**config.mk**
```make
export PLATFORM = sky130hd
export DESIGN_NAME = rotate_right_seq
export DESIGN_NICKNAME = d
export VERILOG_FILES = /design/src/rtl/rotate_right_seq_pkg.sv /design/src/rtl/rotate_right_seq_ror_stage.sv /design/src/rtl/rotate_right_seq.sv
export SDC_FILE = /design/constraint.sdc
export NUM_CORES = 1
export LEC_CHECK = 0
export BUFFER_PORTS_ARGS = -buffer_cell sky130_fd_sc_hd__buf_2
export CAP_MARGIN = 10
export CORE_MARGIN = 5
export CORE_UTILIZATION = 60
export DETAILED_ROUTE_END_ITERATION = 10
export PLACE_DENSITY_LB_ADDON = 0.08
export SETUP_SLACK_MARGIN = 0.5
export SLEW_MARGIN = 30
export SYNTH_ARGS = -nofsm -noshare
export SYNTH_HDL_FRONTEND = slang
export SYNTH_SLANG_ARGS = --single-unit
```
**constraint.sdc**
```tcl
create_clock -name clk -period 5.3 [get_ports clk]
set_input_delay 0.53 -clock clk [delete_from_list [all_inputs] [get_ports clk]]
set_output_delay 0.53 -clock clk [all_outputs]
set_load 0.05 [all_outputs]
```
**src/rtl/rotate_right_seq_pkg.sv**
```systemverilog
// Shared definitions for the staged right shifter/rotator: widths, op codes, FSM states.
package rotate_right_seq_pkg;

    localparam int unsigned DATA_W = 16;
    localparam int unsigned CNT_W  = 4;
    localparam int unsigned STAGES = 4;

    typedef enum logic [1:0] {
        OP_ROR = 2'b00,
        OP_SRL = 2'b01,
        OP_SRA = 2'b10,
        OP_RSV = 2'b11
    } op_e;

    typedef enum logic [1:0] {
        S_IDLE = 2'd0,
        S_RUN  = 2'd1,
        S_DONE = 2'd2
    } state_e;

    // Shift amount applied by log-shifter stage k.
    function automatic logic [CNT_W-1:0] stage_amount(input logic [1:0] k);
        return CNT_W'(1) << k;
    endfunction

endpackage

```
**src/rtl/rotate_right_seq_ror_stage.sv**
```systemverilog
// One combinational log-shifter stage: shift/rotate right by a fixed amount when enabled.
module ror_stage
    import rotate_right_seq_pkg::*;
(
    input  logic [DATA_W-1:0] value,
    input  logic [1:0]        op,
    input  logic              enable,
    input  logic [CNT_W-1:0]  amount,
    output logic [DATA_W-1:0] result_c
);

    logic [2*DATA_W-1:0] doubled;
    logic [DATA_W-1:0]   shifted;

    // Rotation takes the low half of the value concatenated with itself;
    // the reserved op code falls into the default and behaves as ROR.
    always_comb begin
        doubled = {value, value} >> amount;
        shifted = doubled[DATA_W-1:0];
        case (op)
            OP_SRL:  shifted = value >> amount;
            OP_SRA:  shifted = DATA_W'($signed(value) >>> amount);
            default: shifted = doubled[DATA_W-1:0];
        endcase
        result_c = enable ? shifted : value;
    end

endmodule

```
**src/rtl/rotate_right_seq.sv**
```systemverilog
// Multi-cycle right rotate/shift unit: accept, four log-shifter stages, then hold the result
// on a valid/ready handshake. All outputs come straight from registers.
module rotate_right_seq #(
    parameter int unsigned DATA_W = 16,
    parameter int unsigned CNT_W  = 4
) (
    input  logic              clk,
    input  logic              rst,
    input  logic              in_valid,
    output logic              in_ready,
    input  logic [DATA_W-1:0] in,
    input  logic [CNT_W-1:0]  bit_cnt,
    input  logic [1:0]        op,
    output logic              out_valid,
    input  logic              out_ready,
    output logic [DATA_W-1:0] Out,
    output logic              busy
);

    import rotate_right_seq_pkg::*;

    state_e            state_q, state_n;
    logic [1:0]        stage_q, stage_n;
    logic [DATA_W-1:0] work_q, work_n;
    logic [CNT_W-1:0]  cnt_q, cnt_n;
    logic [1:0]        op_q, op_n;
    logic [DATA_W-1:0] out_q, out_n;
    logic              in_ready_q, in_ready_n;
    logic              out_valid_q, out_valid_n;
    logic              busy_q, busy_n;

    logic [DATA_W-1:0] stage_result_c;

    // A single stage instance, fed the amount for the current stage index.
    ror_stage u_stage (
        .value    (work_q),
        .op       (op_q),
        .enable   (cnt_q[stage_q]),
        .amount   (stage_amount(stage_q)),
        .result_c (stage_result_c)
    );

    always_ff @(posedge clk) begin
        if (rst) begin
            state_q     <= S_IDLE;
            stage_q     <= 2'd0;
            work_q      <= '0;
            cnt_q       <= '0;
            op_q        <= 2'd0;
            out_q       <= '0;
            in_ready_q  <= 1'b1;
            out_valid_q <= 1'b0;
            busy_q      <= 1'b0;
        end else begin
            state_q     <= state_n;
            stage_q     <= stage_n;
            work_q      <= work_n;
            cnt_q       <= cnt_n;
            op_q        <= op_n;
            out_q       <= out_n;
            in_ready_q  <= in_ready_n;
            out_valid_q <= out_valid_n;
            busy_q      <= busy_n;
        end
    end

    always_comb begin
        state_n = state_q;
        stage_n = stage_q;
        work_n  = work_q;
        cnt_n   = cnt_q;
        op_n    = op_q;
        out_n   = out_q;
        case (state_q)
            S_IDLE: begin
                if (in_valid) begin
                    work_n  = in;
                    cnt_n   = bit_cnt;
                    op_n    = op;
                    stage_n = 2'd0;
                    if (bit_cnt == '0) begin
                        out_n   = in;
                        state_n = S_DONE;
                    end else begin
                        state_n = S_RUN;
                    end
                end
            end
            S_RUN: begin
                work_n  = stage_result_c;
                stage_n = stage_q + 2'd1;
                if (stage_q == 2'd3) begin
                    out_n   = stage_result_c;
                    state_n = S_DONE;
                end
            end
            S_DONE: begin
                if (out_ready) begin
                    state_n = S_IDLE;
                end
            end
            default: state_n = S_IDLE;
        endcase
        // Status flags are registered copies of the next-state decode.
        in_ready_n  = (state_n == S_IDLE);
        out_valid_n = (state_n == S_DONE);
        busy_n      = (state_n != S_IDLE);
    end

    assign in_ready  = in_ready_q;
    assign out_valid = out_valid_q;
    assign busy      = busy_q;
    assign Out       = out_q;

endmodule

```
# [Word level (Yosys, flattened, before mapping)]
# Index checks and enable logic that the tools add are counted.
[word_totals] reg_bits=45 output_inout_bits=19
[op_classes] shifts=4 eq_ne=9 muxes=17 addsub=1 reduce_logical=8 order_cmp=1
[ops] cell="one-hot mux 16 bit (2 select lines)" n=3
[ops] cell="two-way mux 16 bit" n=5
[ops] cell="right shift 32 x 4 -> 16 bit" n=1
[ops] cell="right shift 16 x 4 -> 16 bit" n=1
[ops] cell=">>> shifter 16 x 4 -> 16 bit" n=1
[ops] cell="two-way mux 2 bit" n=5
[ops] cell="equality test 2 bit (second input constant)" n=4
[ops] cell="inequality test 2 bit (second input constant)" n=3
[ops] cell="one-hot mux 2 bit (3 select lines)" n=1
[ops] cell="equality test 2 x 1 -> 1 bit (second input constant)" n=2
[ops] cell="logical NOT 2 bit" n=2
[ops] cell="logical NOT 4 bit" n=1
[ops] cell="one-hot mux 2 bit (2 select lines)" n=1
[ops] cell="AND reduction 2 bit" n=2
[ops] cell="AND reduction 4 bit" n=1
[ops] cell="nonzero test 2 bit" n=2
[ops] cell="<< shifter 1 x 2 -> 4 bit (first input constant)" n=1
[ops] cell="less-than comparator 2 x 3 -> 1 bit (second input constant)" n=1
[ops] cell="adder 2 x 1 -> 2 bit (second input constant)" n=1
[ops] cell="binary-select mux 1 bit (select 2 bit)" n=1
[ops] cell="two-way mux 1 bit" n=1

# [Longest topological paths before layout]
# Gate-level depths: netlist of the first run.
[depth] depth_word=6 mapped_depth=11 ltp_nobuf=8

# [Hierarchy]
# A second synthesis of the first run with hierarchy kept.
[hier_totals] cells_unflattened=365 hier_area_um2=3365.7
[by_module_without_submodules] mod="rotate_right_seq" instances=1 area_per_inst_um2=1954.4 cells_per_inst=183 seq_area_each_um2=900.9
[by_module_without_submodules] mod="ror_stage" instances=1 area_per_inst_um2=1411.4 cells_per_inst=182 seq_area_each_um2=0.0

# [Least setup slack after synthesis of the first run]
# Ideal clock, no wire load.
[synth_timing] path_kind="register to register" start="register stage_q[0]" end="register work_q[15]" slack_ps=3031 required_ps=5197 stages_incl_launch_ff=9 path_buffers=2 arrival_time_ps=2165 setup_ps=103 cell_sequence="dfxtp_1 -> inv_1 -> ha_1 -> buf_6 -> buf_12 -> mux2i_1 -> mux4_2 -> o221a_2 -> a2111oi_2"
[synth_via] elab_chain_cells=5 word_cells_on_any_way=9
[synth_rtl] element="from (decl)" line="rotate_right_seq.sv:23" rtl="logic [1:0] stage_q, stage_n;"
[synth_rtl] element="from (signal assigned)" line="rotate_right_seq.sv:56" rtl="stage_q <= stage_n;"
[synth_rtl] element="<< shifter 1 x 2 -> 4 bit" line="rotate_right_seq_pkg.sv:23" rtl="return CNT_W'(1) << k;"
[synth_rtl] element="right shift 32 x 4 -> 16 bit (tied with other cells)" line="rotate_right_seq_ror_stage.sv:18" rtl="doubled = {value, value} >> amount;"
[synth_rtl] element="one-hot mux 16 bit (2 select lines)" line="rotate_right_seq_ror_stage.sv:20" rtl="case (op)"
[synth_rtl] element="two-way mux 16 bit (*)" line="rotate_right_seq_ror_stage.sv:25" rtl="result_c = enable ? shifted : value;"
[synth_rtl] element="one-hot mux 16 bit (2 select lines) (*)" line="rotate_right_seq.sv:74" rtl="case (state_q)"
[synth_rtl] element="to (signal assigned)" line="rotate_right_seq.sv:57" rtl="work_q <= work_n;"
[synth_rtl] element="to (decl)" line="rotate_right_seq.sv:24" rtl="logic [DATA_W-1:0] work_q, work_n;"
# Every way passes the cells marked *; elsewhere a longest branch is shown, timed or not. The select of a mux whose other input is x is not followed.
# A chain may end at the register's enable or synchronous reset.

# [Final worst setup path of the first run]
[layout_timing] start="register stage_q[0]" end="register out_q[8] (netlist: Out[8])"
[layout_via] elab_chain_cells=6 word_cells_on_any_way=13
[layout_rtl] element="<< shifter 1 x 2 -> 4 bit" line="rotate_right_seq_pkg.sv:23"
[layout_rtl] element="right shift 32 x 4 -> 16 bit (tied with other cells)" line="rotate_right_seq_ror_stage.sv:18"
[layout_rtl] element="one-hot mux 16 bit (2 select lines)" line="rotate_right_seq_ror_stage.sv:20"
[layout_rtl] element="two-way mux 16 bit" line="rotate_right_seq_ror_stage.sv:25"
[layout_rtl] element="two-way mux 16 bit" line="rotate_right_seq.sv:92" rtl="if (stage_q == 2'd3) begin"
[layout_rtl] element="one-hot mux 16 bit (2 select lines)" line="rotate_right_seq.sv:74"
[layout_rtl] element="to (signal assigned)" line="rotate_right_seq.sv:60" rtl="out_q <= out_n;"
[layout_rtl] element="to (decl)" line="rotate_right_seq.sv:27" rtl="logic [DATA_W-1:0] out_q, out_n;"
# Several ways; a longest one is shown, not always the timed one. The select of a mux whose other input is x is not followed.

==> results.md, run 1 <==
* Outcome: finished, final reports clean
* Finished Cell Area at roughly 4100 um^2
* Max Freq at ~320 MHz
* Vertical die dimension at 90.8 um
* CTS Hold Buffers Added at 0
* GPL Wtd Cong at 0.965
* Root buffer cell: clkbuf_8
* Min-Delay Path Depth at 2
* Vias per inst at just over 7
* CTS Buf Count at 5
* Clock slew at reported path FFs at 100 ps
* Share of layout cells above drive strength 1 at 19.6%
* Crit. Startpoint: stage_q[0]
* Die Wd at between 90 and 100 um
* Pin count of the biggest net entering global routing at between 40 and 50
* Routed Antenna Nets at 0
* Initial antenna violation count at 0
* Core Area at 6350 um^2
* Iter 0 DRT Violations at approximately 420
* Ports at between 40 and 50
* GRT overflow at 0
* H-tree Lvls at 2
* Required @ worst endpoint at 5450 ps
* Power, Total at 0.978 mW
* RSZ-0062 raised after global routing: false
* Syn. warnings at 0
* Skew final at between 10 and 15 ps
* Crit path DAT at 3260 ps
* Post-CTS Setup Inserts at 0
* WL final at 12,300 um
* Leakage at 1.66 nW
* Setup ws final at 2190 ps
* Sw power at ~0.38 mW
* Initial core utilization at 61.7%
* Synth Area per Inst at 8.16 um^2
* CTS tree: yes
* Final nets at between 500 and 600
* CTS max path bufs at 2
* CTS sink count at between 40 and 50
* Int Power at 0.601 mW
* Hold Vio Cnt, Final at 0
* Logic pwr share at 34.8%
* Top post-synthesis cells by area: dfxtp_1 23%, mux4_2 9.8%, nand2_1 7.0%
* First-pass DRT Iterations at 5
* Total global routing track utilization at 29.3%
* Synth cell count leaders: 73 x nand2_1, 45 x dfxtp_1, 41 x nor2_1, 32 x a21oi_1, 29 x clkbuf_1
* Worst rel slew slack at around 36%
* Tightest Pin Transition at about 950 ps
* Max-slew violations at 0
* Syn Std Cell Area at 3920 um^2
* Top cell type by total area after synthesis: dfxtp_1
* Post-Synthesis Cells at 480
* Ant. Diodes at 0
* Yosys reg bits at 45
* Seq/Total Area, Yosys at 23.0%
* Port Buf Inserts at 44
* Placement row count at 29
* PostCTS Resize Cnt at 0
* Cell count of the worst reg-to-reg path at 8
* CP max FO at 19
* Share of async-settable or async-resettable flops after synthesis at 0%
* Most frequent cell after synthesis: nand2_1
* Switch share at roughly two fifths
* Min-Delay Startpoint: Out[0]
* PD cells at approximately 240 nW/um^2
* Place WS at 2230 ps
* Clk pwr share at between 20% and 30%
* Fraction of power consumed by sequential logic at a little over two fifths
* Maxcap violations at 0
* DR DRC count at 0
* WL/cell at 21.9 um
* Die footprint at 8250 um^2
* Worst-Skew Late Latency at a little over 300 ps
* CP Capture Type: flop
* First-pass GRT wire length at 19,800 um
* Placed inst area at slightly above 4000 um^2
* Min cycle time layout at 3110 ps
* Number of enable flip-flop cells after synthesis at 0
* Setup TNS at 0 ps
* Startpoint types: flop
* Via count at 4,001
* R2R setup slack at about 2200 ps
* Maximum vdd drop at 0.178 mV
* Synth Flop Type: dfxtp_1
* Post-synth cell types at 63
* Vias in the first global route at 3,752
* Share of the synthesized area in the top cell type at 23.0%
* Detailed placement HPWL at 8450 um
* Hold Path Sink: Out[0]
* CP Class: flop to flop
* Fin crit share at 58.7%
* Capturing point of the worst reg2reg path: Out[8]
* Layout overhead on the synthesized area at 4.98%
* Worst r2r src: stage_q[0]
* Syn nets at 511
* Setup violators final at 0
* Min-delay worst type: flop to flop
==> how the worst max path moves through the flow <==
stage / to / cells past startpoint
finish: Out[8] / 8
global route: Out[8] / 8
CTS: Out[8] / 8
detailed placement: Out[8] / 8
global placement: Out[8] / 8
floorplan: work_q[15] / 8
==> kinds of logic (layout without fill, tap and decap cells) <==
| group | Yosys count | after routing | share of synthesized area (%) |
|---|---|---|---|
| DFF | 45 | 45 | 23.0 |
| adders and majority gates | 5 | 5 | 1.60 |
| buffers and inverters | 65 | 69 | 7.85 |
| and+or+nand+nor | 178 | 178 | 20.2 |
| AOI/OAI and AO/OA | 132 | 132 | 23.9 |
| muxes | 55 | 55 | 23.5 |
==> registers in the layout, summed over array words and instances (netlist names) <==
name,count
work_q,16
state_q,2
Out,16
busy,1
op_q,2
cnt_q,4
out_valid,1
in_ready,1
stage_q,2
==> per-layer routing <==
metal	share of wire (%)	vias to the layer above	track usage [%]	wire [um]
met1	39	1924	39.2	4830
met3	10	37	5.33	1270
met2	47	235	47.2	5800
met5	0	-	0	0
li1	-	1805	-	-
met4	3.1	0	10.3	386
==> layout make-up <==
cell class              instances  area (um^2)
clock buffers                   5         68.8
multi-input cells             370         2720
flip-flops and latches         45          901
fillers                       565         2240
repair buffers                 51          273
well taps                      77         96.3
inverters                      10         37.5
clock inverters                 3         22.5
==> cell usage in the layout (no fill, tap or decap), drive strengths merged, types with 5 or more instances in the layout <==
master | netlist | routed
a211oi | 10 | 10
a21oi | 33 | 33
a311oi | 7 | 7
a31oi | 10 | 10
and3 | 9 | 9
buf | 23 | 51
clkbuf | 32 | 5
dfxtp | 45 | 45
ha | 5 | 5
inv | 10 | 10
mux2 | 8 | 8
mux2i | 21 | 21
mux4 | 26 | 26
nand2 | 73 | 73
nand3 | 23 | 23
nor2 | 41 | 41
nor2b | 7 | 7
nor3 | 10 | 10
o21ai | 21 | 21
==> worst max-delay path, cell delays in order, from the launching register on <==
cell	delay (ps)
dfxtp_1	380
inv_1	150
ha_1	800
mux4_1	730
mux2_2	290
a31oi_1	160
a21oi_1	90
o221ai_1	240
a311oi_1	120
==> per-stage QoR <==
stage,hold WS [ps],std cells,util [%]
2_1_floorplan,446,480,-
3_3_place_gp,443,553,63.3
3_5_place_dp,448,553,63.3
4_1_cts,462,561,64.8
5_1_grt,472,561,64.8
6_report,461,561,64.8
==> power by group through the flow <==
stage / registers, mW / logic (mW) / clock network [mW]
finish: 0.414 / 0.341 / 0.224
global route: 0.417 / 0.368 / 0.242
CTS: 0.410 / 0.335 / 0.229
detailed placement: 0.419 / 0.333 / 0
global placement: 0.417 / 0.331 / 0
floorplan: 0.394 / 0.280 / 0
Note: power is estimated with default switching activity, not from simulation.
==> run 2: changes to the inputs <==
Clock period 5.3 ns to 2.9 ns, I/O delays scaled along.
==> run 2 against run 1 <==
  * Total power increased by 110%
  * Maximum frequency grew 27%
  * Core utilization up 12 points
  * Setup slack got worse by 1700 ps
  * Critical endpoint is now Out[1]
  * Clock skew is 2.3 ps higher
  * Clock power grew 85%
==> results.md, run 2 (synthesis results as in run 1) <==
* Leakage at 1.94 nW (+17%)
* Placed inst area at 4150 um^2 (+3.2%)
* Skew final at 15.0 ps (+2.30 ps)
* Worst-Skew Late Latency at 310 ps (about the same)
* Ant. Diodes at 0 (unchanged)
* Core Area at 6350 um^2 (unchanged)
* Via count at 4,327 (+8.1%)
* First-pass DRT Iterations at 5 (unchanged)
* Fin crit share at 84.7% (+26 points)
* H-tree Lvls at 2 (unchanged)
* Cell count of the worst reg-to-reg path at 10 (+2)
* Int Power at 1.23 mW (+110%)
* WL final at 13,800 um (+13%)
* Share of layout cells above drive strength 1 at 35.8% (+16 points)
* Worst rel slew slack at 58.0% (+21 points)
* Max-slew violations at 0 (unchanged)
* Clk pwr share at 20.6% (-2.3 points)
* Outcome: finished, final reports clean
* Worst path slowest cell: mux4_2
* Pin count of the biggest net entering global routing at 37 (-18%)
* Iter 0 DRT Violations at 578 (+38%)
* Maximum vdd drop at 0.297 mV (+67%)
* CTS tree: yes
* Die Wd at 90.8 um (unchanged)
* Detailed placement HPWL at 8960 um (+6.1%)
* Initial antenna violation count at 0 (unchanged)
* Min-delay worst type: primary input to flop
* R2R setup slack at 440 ps (-1740 ps)
* Logic pwr share at 41.3% (+6.5 points)
* CP Capture Type: flop
* Setup TNS at 0 ps (unchanged)
* First-pass GRT wire length at 20,900 um (+5.7%)
* GPL Wtd Cong at 0.994 (+3.0%)
* Port Buf Inserts at 44 (unchanged)
* Vertical die dimension at 90.8 um (unchanged)
* Die footprint at 8250 um^2 (unchanged)
* Total global routing track utilization at 31.1% (+1.8 points)
* GRT overflow at 0 (unchanged)
* Final nets at 558 (+8.6%)
* Critical path's most frequent cell: buf_4
* Root buffer cell: clkbuf_8
* Vias in the first global route at 3,885 (+3.5%)
* PD cells at 411 nW/um^2 (+73%)
* CP max FO at 5 (-14)
* Placement row count at 29 (unchanged)
* DR DRC count at 0 (unchanged)
* Most frequent cells in the layout: 70 x nand2_1, 44 x buf_2, 43 x dfxtp_1
* Min-Delay Path Depth at 3 (+1)
* Sw power at 0.779 mW (+110%)
* CTS max path bufs at 2 (unchanged)
* WL/cell at 22.9 um (+4.4%)
* Fraction of power consumed by sequential logic at 38.1% (-4.2 points)
* CTS sink count at 45 (unchanged)
* Critical Path Max Stage Delay at 430 ps (-370 ps)
* Setup violators final at 0 (unchanged)
* Maxcap violations at 0 (unchanged)
* Max Freq at 407 MHz (+27%)
* Routed Antenna Nets at 0 (unchanged)
* # fillers at 456 (-19%)
* Layout overhead on the synthesized area at 24.9%
* Initial core utilization at 61.7% (unchanged)
* Most common cell after layout, fill and taps aside: nand2_1
* RSZ-0062 raised after global routing: true
* Min cycle time layout at 2460 ps (-655 ps)
* Ports at 45 (unchanged)
* Clock slew at reported path FFs at 90 ps (about the same)
* Crit path DAT at 2630 ps (-630 ps)
* Finished Cell Area at 4900 um^2 (+19%)
* Switch share at 38.7% (+0.15 points)
* Hold Vio Cnt, Final at 0 (unchanged)
* Required @ worst endpoint at 3070 ps (-2380 ps)
* CTS Hold Buffers Added at 0 (unchanged)
* CTS Buf Count at 5 (unchanged)
* Vias per inst at 7.15 (+0.28%)
* Tightest Pin Transition at 628 ps (-325 ps)
* Startpoint types: flop
* CP Class: flop to flop
* Worst-path cell chain: clkinvlp_4 > buf_4 > ha_4 > buf_4 > mux4_2 > nand2_1 > o31ai_1 > a311o_1 > a221oi_2 > o41ai_1
## run 2: cell types whose count changed in the layout (fill, tap and decap cells not counted), moves of 4 or more
cell / change
inv_1: -5
buf_12: +5
clkbuf_16: +4
clkinvlp_4: +4
ha_1: -5
mux2i_1: -4
buf_4: +31
## run 2: layout make-up
| type | count | area, um^2 | share of cell area [%] |
|---|---|---|---|
| clock buffers | 5 | 68.8 | 1.41 |
| clock inverters | 3 | 25.0 | 0.511 |
| inverters | 10 | 51.3 | 1.05 |
| multi-input cells | 370 | 2970 | 60.7 |
| flip-flops and latches | 45 | 908 | 18.6 |
| well taps | 77 | 96.3 | 1.97 |
| repair buffers | 95 | 776 | 15.8 |
## run 2: final timing paths
kind / start / end
hold reg to reg: Out[10] / Out[10]
setup reg to reg: stage_q[1] / Out[1]
setup / recovery: stage_q[1] / Out[1]
hold / removal: op[0] / op_q[0]
## run 2: power by group through the flow
stage          Sequential [mW]  Clock, mW  Combinational [mW]
2_1_floorplan            0.720          0               0.511
3_3_place_gp             0.765          0               0.632
3_5_place_dp             0.768          0               0.640
4_1_cts                  0.757      0.414               0.697
5_1_grt                  0.770      0.442               0.886
6_report                 0.768      0.414               0.830
## run 2: layer usage
layer	vias up	wire [um]	share of wire [%]	global-route usage, %
li1	1908	-	-	-
met1	2009	5150	37	41.7
met2	322	6340	46	48.1
met3	88	1470	11	5.50
met4	0	872	6.3	15.3
met5	-	0	0	0
## run 2: through the flow
stage               hold WS (ps)  cells  power (mW)  utilization [%]  worst slack, ps
finish                       211    605        2.01             77.1              444
global route                 223    605        2.10             77.1              365
CTS                          213    581        1.87             70.6              488
detailed placement           448    567        1.41             65.4              183
global placement             441    567        1.40             65.4              213
floorplan                    426    480        1.23                -              631
## run 2: repair_timing
item                       4_1_cts  5_1_grt
setup endpoints to repair       31       28
setup buffers                    5       20
gates cloned                     1        4
gates resized for setup         35       42
pin swaps                        8       32
## run 2: worst max-delay path: cells and delay by family (launching register included)
kind,cells,cell delay [ps]
adders and majority gates,1,170
AOI/OAI and AO/OA,4,810
muxes,1,430
DFF,1,380
buffers and inverters,3,430
and+or+nand+nor,1,90
==> run 3: changes to the inputs <==
Settings changed: CORE_UTILIZATION 60 to 54.
Clock period 2.9 ns to 2.1 ns, I/O delays scaled along.
==> run 3 against run 2 <==
  * The run now ends with negative setup slack left
  * Die area up 9.9%
  * Total power rose by 58%
  * Clock power grew 70%
  * Setup slack worse by 720 ps
  * Combinational power up 77%
  * Critical endpoint is now work_q[0]
  * Highest routed layer unchanged
==> results.md, run 3 (synthesis results as in run 1) <==
* Outcome: finished with violations
* Failing checks: negative setup slack
* Vias per inst at 6.62 (-7.5%)
* Layout overhead on the synthesized area at 46.2%
* Vertical die dimension at 95.2 um (+4.8%)
* WL/cell at 21.6 um (-5.5%)
* GRT overflow at 0 (unchanged)
* Die footprint at 9060 um^2 (+9.9%)
* Detailed placement HPWL at 10,600 um (+18%)
* WL final at 15,400 um (+11%)
* CP Class: flop to flop
* First-pass GRT wire length at 23,400 um (+12%)
* Ports at 45 (unchanged)
* Routed Antenna Nets at 0 (unchanged)
* Logic pwr share at 46.1% (+4.8 points)
* CTS tree: yes
* Max-slew violations at 0 (unchanged)
* Max Freq at 421 MHz (+3.5%)
* Fin crit share at 113% (+28 points)
* Required @ worst endpoint at 2300 ps (-770 ps)
* DR DRC count at 0 (unchanged)
* CTS Hold Buffers Added at 0 (unchanged)
* Fraction of power consumed by sequential logic at 31.8% (-6.3 points)
* Setup violators final at 32 (+32)
* H-tree Lvls at 2 (unchanged)
* Crit path DAT at 2570 ps (-60 ps)
* Non-filler instance count after layout at 712 (+18%)
* Final nets at 643 (+15%)
* Int Power at 2.03 mW (+64%)
* Tightest Pin Transition at 509 ps (-119 ps)
* Setup TNS at -5260 ps (-5260 ps)
* First-pass DRT Iterations at 5 (unchanged)
* Placement row count at 31 (+6.9%)
* Root buffer cell: clkbuf_8
* RSZ-0062 raised after global routing: true
* Total global routing track utilization at 33.6% (+2.5 points)
* CTS Buf Count at 5 (unchanged)
* GPL Wtd Cong at 1.01 (+1.4%)
* Startpoint types: flop
* Core Area at 7180 um^2 (+13%)
* Worst-Skew Late Latency at 300 ps (about the same)
* Hold_ws at 144 ps (-66.4 ps)
* Post-layout util at 79.9% (+2.8 points)
* Post-Place Cells at 672 (+19%)
* Via count at 4,712 (+8.9%)
* Hold Vio Cnt, Final at 0 (unchanged)
* Skew final at 9.53 ps (-5.51 ps)
* CP Capture Type: flop
* Setup ws final at -273 ps (-717 ps)
* Clock slew at reported path FFs at 80 ps (about the same)
* Maxcap violations at 0 (unchanged)
* CTS max path bufs at 2 (unchanged)
* Vias in the first global route at 4,461 (+15%)
* Initial core utilization at 54.6% (-7.1 points)
* Port Buf Inserts at 44 (unchanged)
* CP max FO at 7 (+2)
* Min-delay worst type: primary input to flop
* PD cells at 557 nW/um^2 (+35%)
* Most frequent cells in the layout: 111 x buf_4, 69 x nand2_1, 44 x buf_2
* Pin count of the biggest net entering global routing at 37 (unchanged)
* Worst rel slew slack at 66.0% (+8.1 points)
* Switch share at 36.4% (-2.3 points)
* Die Wd at 95.2 um (+4.8%)
* CTS sink count at 45 (unchanged)
* Share of layout cells above drive strength 1 at 48.3% (+12 points)
* Initial antenna violation count at 0 (unchanged)
* Most common cell after layout, fill and taps aside: buf_4
* Iter 0 DRT Violations at 606 (+4.8%)
* Maximum vdd drop at 0.402 mV (+35%)
* Clk pwr share at 22.0% (+1.4 points)
* Min cycle time layout at 2370 ps (-83.1 ps)
* Sw power at 1.16 mW (+49%)
* Ant. Diodes at 0 (unchanged)
* Leakage at 2.38 nW (+23%)
-- run 3: worst paths after layout --
check / start / endpoint / cells after the start / slack [ps]
setup reg to reg: stage_q[0] / work_q[0] / 11 / -270
setup / recovery: stage_q[0] / work_q[0] / 11 / -270
hold reg to reg: Out[10] / Out[10] / 2 / 450
hold / removal: op[0] / op_q[0] / 3 / 140
-- run 3: timing repair --
item	4_1_cts	5_1_grt
buffers inserted	14	17
cloned	0	1
pin swaps	23	20
resized for setup	57	46
endpoints found under the setup margin	35	35
-- run 3: layer usage --
metal,GRT usage [%],vias to the layer above,wire length (um)
li1,-,2063,-
met1,43.0,2256,5760
met2,53.7,300,7340
met3,6.71,93,1360
met4,16.6,0,927
met5,0,-,0
-- run 3: final cells by class --
class | count | area, um^2
repair buffers | 180 | 1400
well taps | 99 | 124
inverters | 10 | 47.5
flip-flops and latches | 45 | 908
clock buffers | 7 | 86.3
fillers | 468 | 1450
clock inverters | 1 | 30.0
multi-input cells | 370 | 3130
-- run 3: power groups by stage --
stage / registers (mW) / clock network, mW / logic [mW]
final: 1.02 / 0.703 / 1.47
after global routing: 1.01 / 0.752 / 1.56
after CTS: 1.00 / 0.708 / 1.27
after detailed placement: 1.02 / 0 / 1.15
after global placement: 1.02 / 0 / 1.14
after floorplan: 0.995 / 0 / 0.741
-- run 3: stage by stage --
| stage | setup slack [ps] | power [mW] | cell area (um^2) |
|---|---|---|---|
| floorplan | -15.2 | 1.74 | 4030 |
| global placement | -473 | 2.15 | 4900 |
| detailed placement | -468 | 2.16 | 4900 |
| CTS | -230 | 2.98 | 5380 |
| global route | -369 | 3.32 | 5730 |
| finish | -273 | 3.19 | 5730 |
-- run 3: critical path, stage by stage (launching register included) --
cell,delay [ps]
dfxtp_4,370
buf_6,130
ha_4,140
buf_12,130
buf_8,140
mux4_2,490
mux2i_1,180
buf_4,170
nand2_4,60
a31oi_4,160
nor3_1,80
a41o_1,210
